<file path="src/rtl/mem_port_arbiter.sv">
// Shared single-port memory arbiter: a data port (one beat) and a 2*DW fetch port (two beats).
// Define ARB_RR_EN to alternate contested grants; otherwise the data port always wins.
module mem_port_arbiter #(
  parameter int unsigned AW = 8,
  parameter int unsigned DW = 16
) (
  input  logic            clk,
  input  logic            rst,
  input  logic            if_req,
  input  logic [AW-1:0]   if_addr,
  output logic            if_ack,
  output logic [2*DW-1:0] if_inst,
  input  logic            d_req,
  input  logic            d_we,
  input  logic [AW-1:0]   d_addr,
  input  logic [DW-1:0]   d_wdata,
  output logic            d_ack,
  output logic [DW-1:0]   d_rdata,
  output logic            mem_en,
  output logic            mem_we,
  output logic [AW-1:0]   mem_addr,
  output logic [DW-1:0]   mem_wdata,
  input  logic [DW-1:0]   mem_rdata
);

  typedef enum logic [2:0] {
    StIdle,
    StDAcc,
    StDRsp,
    StFLo,
    StFHi,
    StFRsp
  } state_e;

  state_e        state_q, state_d;
  logic [DW-1:0] inst_hi_q, inst_lo_q;
  logic [DW-1:0] rdata_q;
  logic          d_wr_q;
  logic          grant_d, grant_f;

`ifdef ARB_RR_EN
  // 0: data wins the next contested grant, 1: fetch wins it
  logic prio_q;

  always_ff @(posedge clk) begin
    if (rst) begin
      prio_q <= 1'b0;
    end else if (state_q == StIdle && d_req && if_req) begin
      prio_q <= ~prio_q;
    end
  end

  always_comb begin
    grant_d = d_req & (~if_req | ~prio_q);
    grant_f = if_req & ~grant_d;
  end
`else
  always_comb begin
    grant_d = d_req;
    grant_f = if_req & ~d_req;
  end
`endif

  always_comb begin
    state_d   = state_q;
    mem_en    = 1'b0;
    mem_we    = 1'b0;
    mem_addr  = '0;
    mem_wdata = '0;
    if_ack    = 1'b0;
    d_ack     = 1'b0;
    unique case (state_q)
      StIdle: begin
        if (grant_d) begin
          state_d = StDAcc;
        end else if (grant_f) begin
          state_d = StFLo;
        end
      end
      StDAcc: begin
        mem_en    = 1'b1;
        mem_we    = d_we;
        mem_addr  = d_addr;
        mem_wdata = d_wdata;
        state_d   = StDRsp;
      end
      StDRsp: begin
        d_ack   = 1'b1;
        state_d = StIdle;
      end
      StFLo: begin
        mem_en   = 1'b1;
        mem_addr = if_addr;
        state_d  = StFHi;
      end
      StFHi: begin
        mem_en   = 1'b1;
        mem_addr = if_addr + AW'(1);
        state_d  = StFRsp;
      end
      StFRsp: begin
        if_ack  = 1'b1;
        state_d = StIdle;
      end
      default: state_d = StIdle;
    endcase
  end

  // The response beat arrives in the ack cycle itself, so it is bypassed onto the outputs
  always_comb begin
    if_inst = {inst_hi_q, inst_lo_q};
    d_rdata = rdata_q;
    if (state_q == StFRsp) begin
      if_inst = {inst_hi_q, mem_rdata};
    end
    if (state_q == StDRsp && !d_wr_q) begin
      d_rdata = mem_rdata;
    end
  end

  always_ff @(posedge clk) begin
    if (rst) begin
      state_q   <= StIdle;
      inst_hi_q <= '0;
      inst_lo_q <= '0;
      rdata_q   <= '0;
      d_wr_q    <= 1'b0;
    end else begin
      state_q <= state_d;
      if (state_q == StDAcc) begin
        d_wr_q <= d_we;
      end
      if (state_q == StDRsp && !d_wr_q) begin
        rdata_q <= mem_rdata;
      end
      if (state_q == StFHi) begin
        inst_hi_q <= mem_rdata;
      end
      if (state_q == StFRsp) begin
        inst_lo_q <= mem_rdata;
      end
    end
  end

endmodule

</file>
<file path="config.mk">
export PLATFORM = sky130hd
export DESIGN_NAME = mem_port_arbiter
export DESIGN_NICKNAME = d
export VERILOG_FILES = /design/src/rtl/mem_port_arbiter.sv
export SDC_FILE = /design/constraint.sdc
export NUM_CORES = 1
export LEC_CHECK = 0
export ABC_AREA = 1
export BUFFER_PORTS_ARGS = -buffer_cell sky130_fd_sc_hd__buf_2
export CAP_MARGIN = 5
export CORE_UTILIZATION = 30
export DETAILED_ROUTE_END_ITERATION = 16
export PLACE_DENSITY = 0.64
export SLEW_MARGIN = 15
export SYNTH_ARGS = -nofsm -noshare
export SYNTH_HDL_FRONTEND = slang
export SYNTH_SLANG_ARGS = --single-unit
</file>
<file path="constraint.sdc">
create_clock -name clk -period 1.5 [get_ports clk]
set_input_delay 0.15 -clock clk [delete_from_list [all_inputs] [get_ports clk]]
set_output_delay 0.15 -clock clk [all_outputs]
set_load 0.02 [all_outputs]
</file>
==> summary.txt <==
Route
  • Final ANT Viol Nets: 0
  • DRC: 0
  • Drt total wl: 7320 µm
  • Drt via density: 4.39
  • Detailed-route via count: 2866
  • Drt initial violations: 68
  • WL/cell: 11.2 µm
  • Pre-Repair DR Iteration Count: 5

Setup path
  • Worst reg2reg setup slack: 0.11 ns
  • Reg-to-reg endpoint: d_wr_q$_SDFFE_PP0N_
  • Data required, critical path: 1.35 ns
  • CP startpoint kind: flop
  • Setup CP Type: flop to output port
  • Element type at the critical path end: output port
  • Worst-path maximum fanout: 4
  • Worst Reg2Reg Path Length in Cells: 8
  • Worst R2R Start: state_q[1]$_SDFFE_PP0P_
  • Worst EP arrival: 1.52 ns

Timing
  • Min cycle time layout: 1.67 ns
  • Final setup slack of the worst path: -0.172 ns
  • Slew Viols, Final: 0
  • Fin. Hold Viols: 0
  • Slew margin rel.: 74.6%
  • Setup violators final: 53
  • RSZ-0062 raised after global routing: true
  • Sum Neg Setup Slack: -4.58 ns
  • Fmax: 598 MHz
  • Worst Skew: 0.00666 ns
  • Final cycle utilization of the critical path: 111%
  • Worst Tran Pin Value: 0.381 ns

Finish
  • Filler cells: 823
  • Multi-input gate area: 1330 µm²
  • Post-layout utilization of the core: 49.6%
  • FF+latch area: 1050 µm²
  • Share of layout cells above drive strength 1: 42.9%
  • N_diodes: 0
  • NumNets Final: 601
  • Area delta synth->final: 59.6%

Global route
  • Initial antenna violation count: 0
  • First-pass GRT wire length: 11000 µm
  • Total gr overflow: 0
  • Largest net degree at the start of global routing: 35
  • Met3 usage in global routing: 2.43%
  • Met2 usage: 27.4%
  • Number of global-route vias before repair: 2505
  • GR peak layer: met2
  • GR Util All Layers: 15.5%
  • Met1 Track Usage GR: 19.5%

Place
  • Buffers on Ports: 128
  • GP Congestion: 0.800
  • DPL Wire Length: 5040 µm

Floorplan
  • Initial core utilization: 31.1%
  • IO Pins: 129
  • Die area: 8890 µm²
  • Die width: 94.3 µm
  • Die H: 94.3 µm
  • FP Rows: 33
  • Core region area: 8220 µm²

Status
  • Failing checks: setup timing
  • Status: finished, violations left

Min path
  • Worst Hold Endpoint: rdata_q[15]$_SDFF_PP0_
  • HP Start: mem_rdata[15]
  • Hold crit path type: primary input to flop
  • Hold depth: 3

Clock network
  • Hold-fix buffers, CTS: 0
  • Clk_lat worst skew: 0.30 ns
  • CTS Buffer Depth: 2
  • CTS tree: yes
  • CTS root buffer: clkbuf_8
  • Reg clk slew, reported paths: 0.09 ns
  • H-tree level count: 2
  • Number of buffers created by CTS: 5
  • Clk sinks: 52

Run
  • Max-Cap Viols: 0

Power
  • Maximum vdd drop: 552 µV
  • P_leak: 2.39 nW
  • Pwr/cell area: 991 nW/µm²

Synthesis
  • Synth top area cells: dfxtp_1 41%, inv_1 14%, nor2_1 14%, nand2_1 9.7%, o21ai_0 6.5%
  • Synth area leader: dfxtp_1
  • Post-Syn Nets: 456
  • Yosys cell types: 24
  • Mapped cell area: 2560 µm²
  • Register area share after synthesis: 40.7%
  • Flops & latches, synth: 52
  • Post-Syn Area per Cell: 6.36 µm²
  • Top cell type's share of synthesized area: 40.7%
  • Synthesis Warnings: 0
  • Synth Instances: 402
[critical path, cell delays in order (launching register included)]
cell and delay (ns):
dfxtp_4 0.37, buf_6 0.12, nor3_4 0.13, buf_6 0.16, buf_6 0.13, nand2_1 0.05, o211ai_1 0.09, buf_4 0.17
[per-layer routing]
layer / share of wire, % / wire [µm]
met1: 44 / 3240
met5: 0 / 0
met4: 0.96 / 70
met3: 6.3 / 458
met2: 48 / 3550
[kinds of logic (layout without fill, tap and decap cells)]
logic type / count (synthesis) / after routing / synth area share (%)
flip-flops: 52 / 52 / 40.7
buffers and inverters: 113 / 259 / 17.8
AND/OR/NAND/NOR: 179 / 179 / 28.1
adder cells (fa/ha/maj): 1 / 1 / 0.489
AO/OA/AOI/OAI: 57 / 57 / 12.8
[worst max-delay path by stage]
stage                             from       endpoint  slack, ns  cells after the start
4_1_cts        state_q[0]$_SDFFE_PP0P_    mem_addr[3]      -0.15                      6
6_report       state_q[1]$_SDFFE_PP0P_    mem_addr[3]      -0.17                      7
3_3_place_gp   state_q[1]$_SDFFE_PP0P_    mem_addr[6]       0.09                      8
2_1_floorplan  state_q[2]$_SDFFE_PP0P_  mem_wdata[10]       0.04                      5
3_5_place_dp   state_q[2]$_SDFFE_PP0P_    mem_addr[3]       0.06                      5
5_1_grt        state_q[1]$_SDFFE_PP0P_    mem_addr[3]      -0.25                      7
[cell type report]
class | instances | area share, %
clock buffers | 6 | 1.78
flip-flops and latches | 52 | 25.8
repair buffers | 153 | 26.1
well taps | 105 | 3.22
inverters | 97 | 9.23
clock inverters | 2 | 0.859
multi-input cells | 237 | 32.7
repair inverters | 1 | 0.276
[flip-flops by register name, indices dropped and copies added (netlist names)]
name       count
rdata_q       16
state_q        3
inst_lo_q     16
inst_hi_q     16
d_wr_q         1
[cells in the mapped netlist, drive strengths merged]
cell    count
nand3      16
nand3b      1
a21oi       5
nand2      67
nor2       93
inv        97
o21ai      50
buf        10
clkbuf      6
dfxtp      52
nor3        2
ha          1
o211ai      2
[report_power, final]
| group | total (mW) | switching [mW] | internal, mW |
|---|---|---|---|
| sequential | 1.52 | 0.0401 | 1.47 |
| clock | 0.947 | 0.451 | 0.496 |
| combinational | 1.58 | 0.926 | 0.652 |
[metrics by stage]
step           instance area (µm²)  hold slack, ns  total power, mW  setup slack [ns]  cells
6_report                      4080           0.141             4.04            -0.172    653
3_3_place_gp                  3350           0.436             2.71            0.0866    630
2_1_floorplan                 2560           0.295             2.31            0.0391    402
4_1_cts                       3800           0.133             3.88            -0.154    649
5_1_grt                       4080           0.133             4.27            -0.246    653
3_5_place_dp                  3350           0.446             2.72            0.0608    630
[placed cells by master (no fill, tap or decap), types with 2 or more instances in the layout]
| master | instances |
|---|---|
| a21oi_1 | 3 |
| a21oi_2 | 2 |
| buf_12 | 2 |
| buf_2 | 91 |
| buf_4 | 28 |
| buf_6 | 32 |
| clkbuf_8 | 5 |
| dfxtp_1 | 49 |
| dfxtp_4 | 3 |
| inv_1 | 92 |
| inv_2 | 2 |
| inv_4 | 2 |
| inv_8 | 2 |
| nand2_1 | 59 |
| nand2_2 | 6 |
| nand2_4 | 2 |
| nand3_1 | 10 |
| nand3_2 | 5 |
| nor2_1 | 75 |
| nor2_4 | 17 |
| o211ai_1 | 2 |
| o21ai_0 | 17 |
| o21ai_1 | 2 |
| o21ai_2 | 31 |
[timing repair]
action | 4_1_cts | 5_1_grt
cloned | 0 | 1
endpoints found under the setup margin | 60 | 60
gates resized for setup | 104 | 71
pin swaps | 10 | 1
buffers inserted | 11 | 4
No activity file was read; power rests on OpenSTA's default activity.
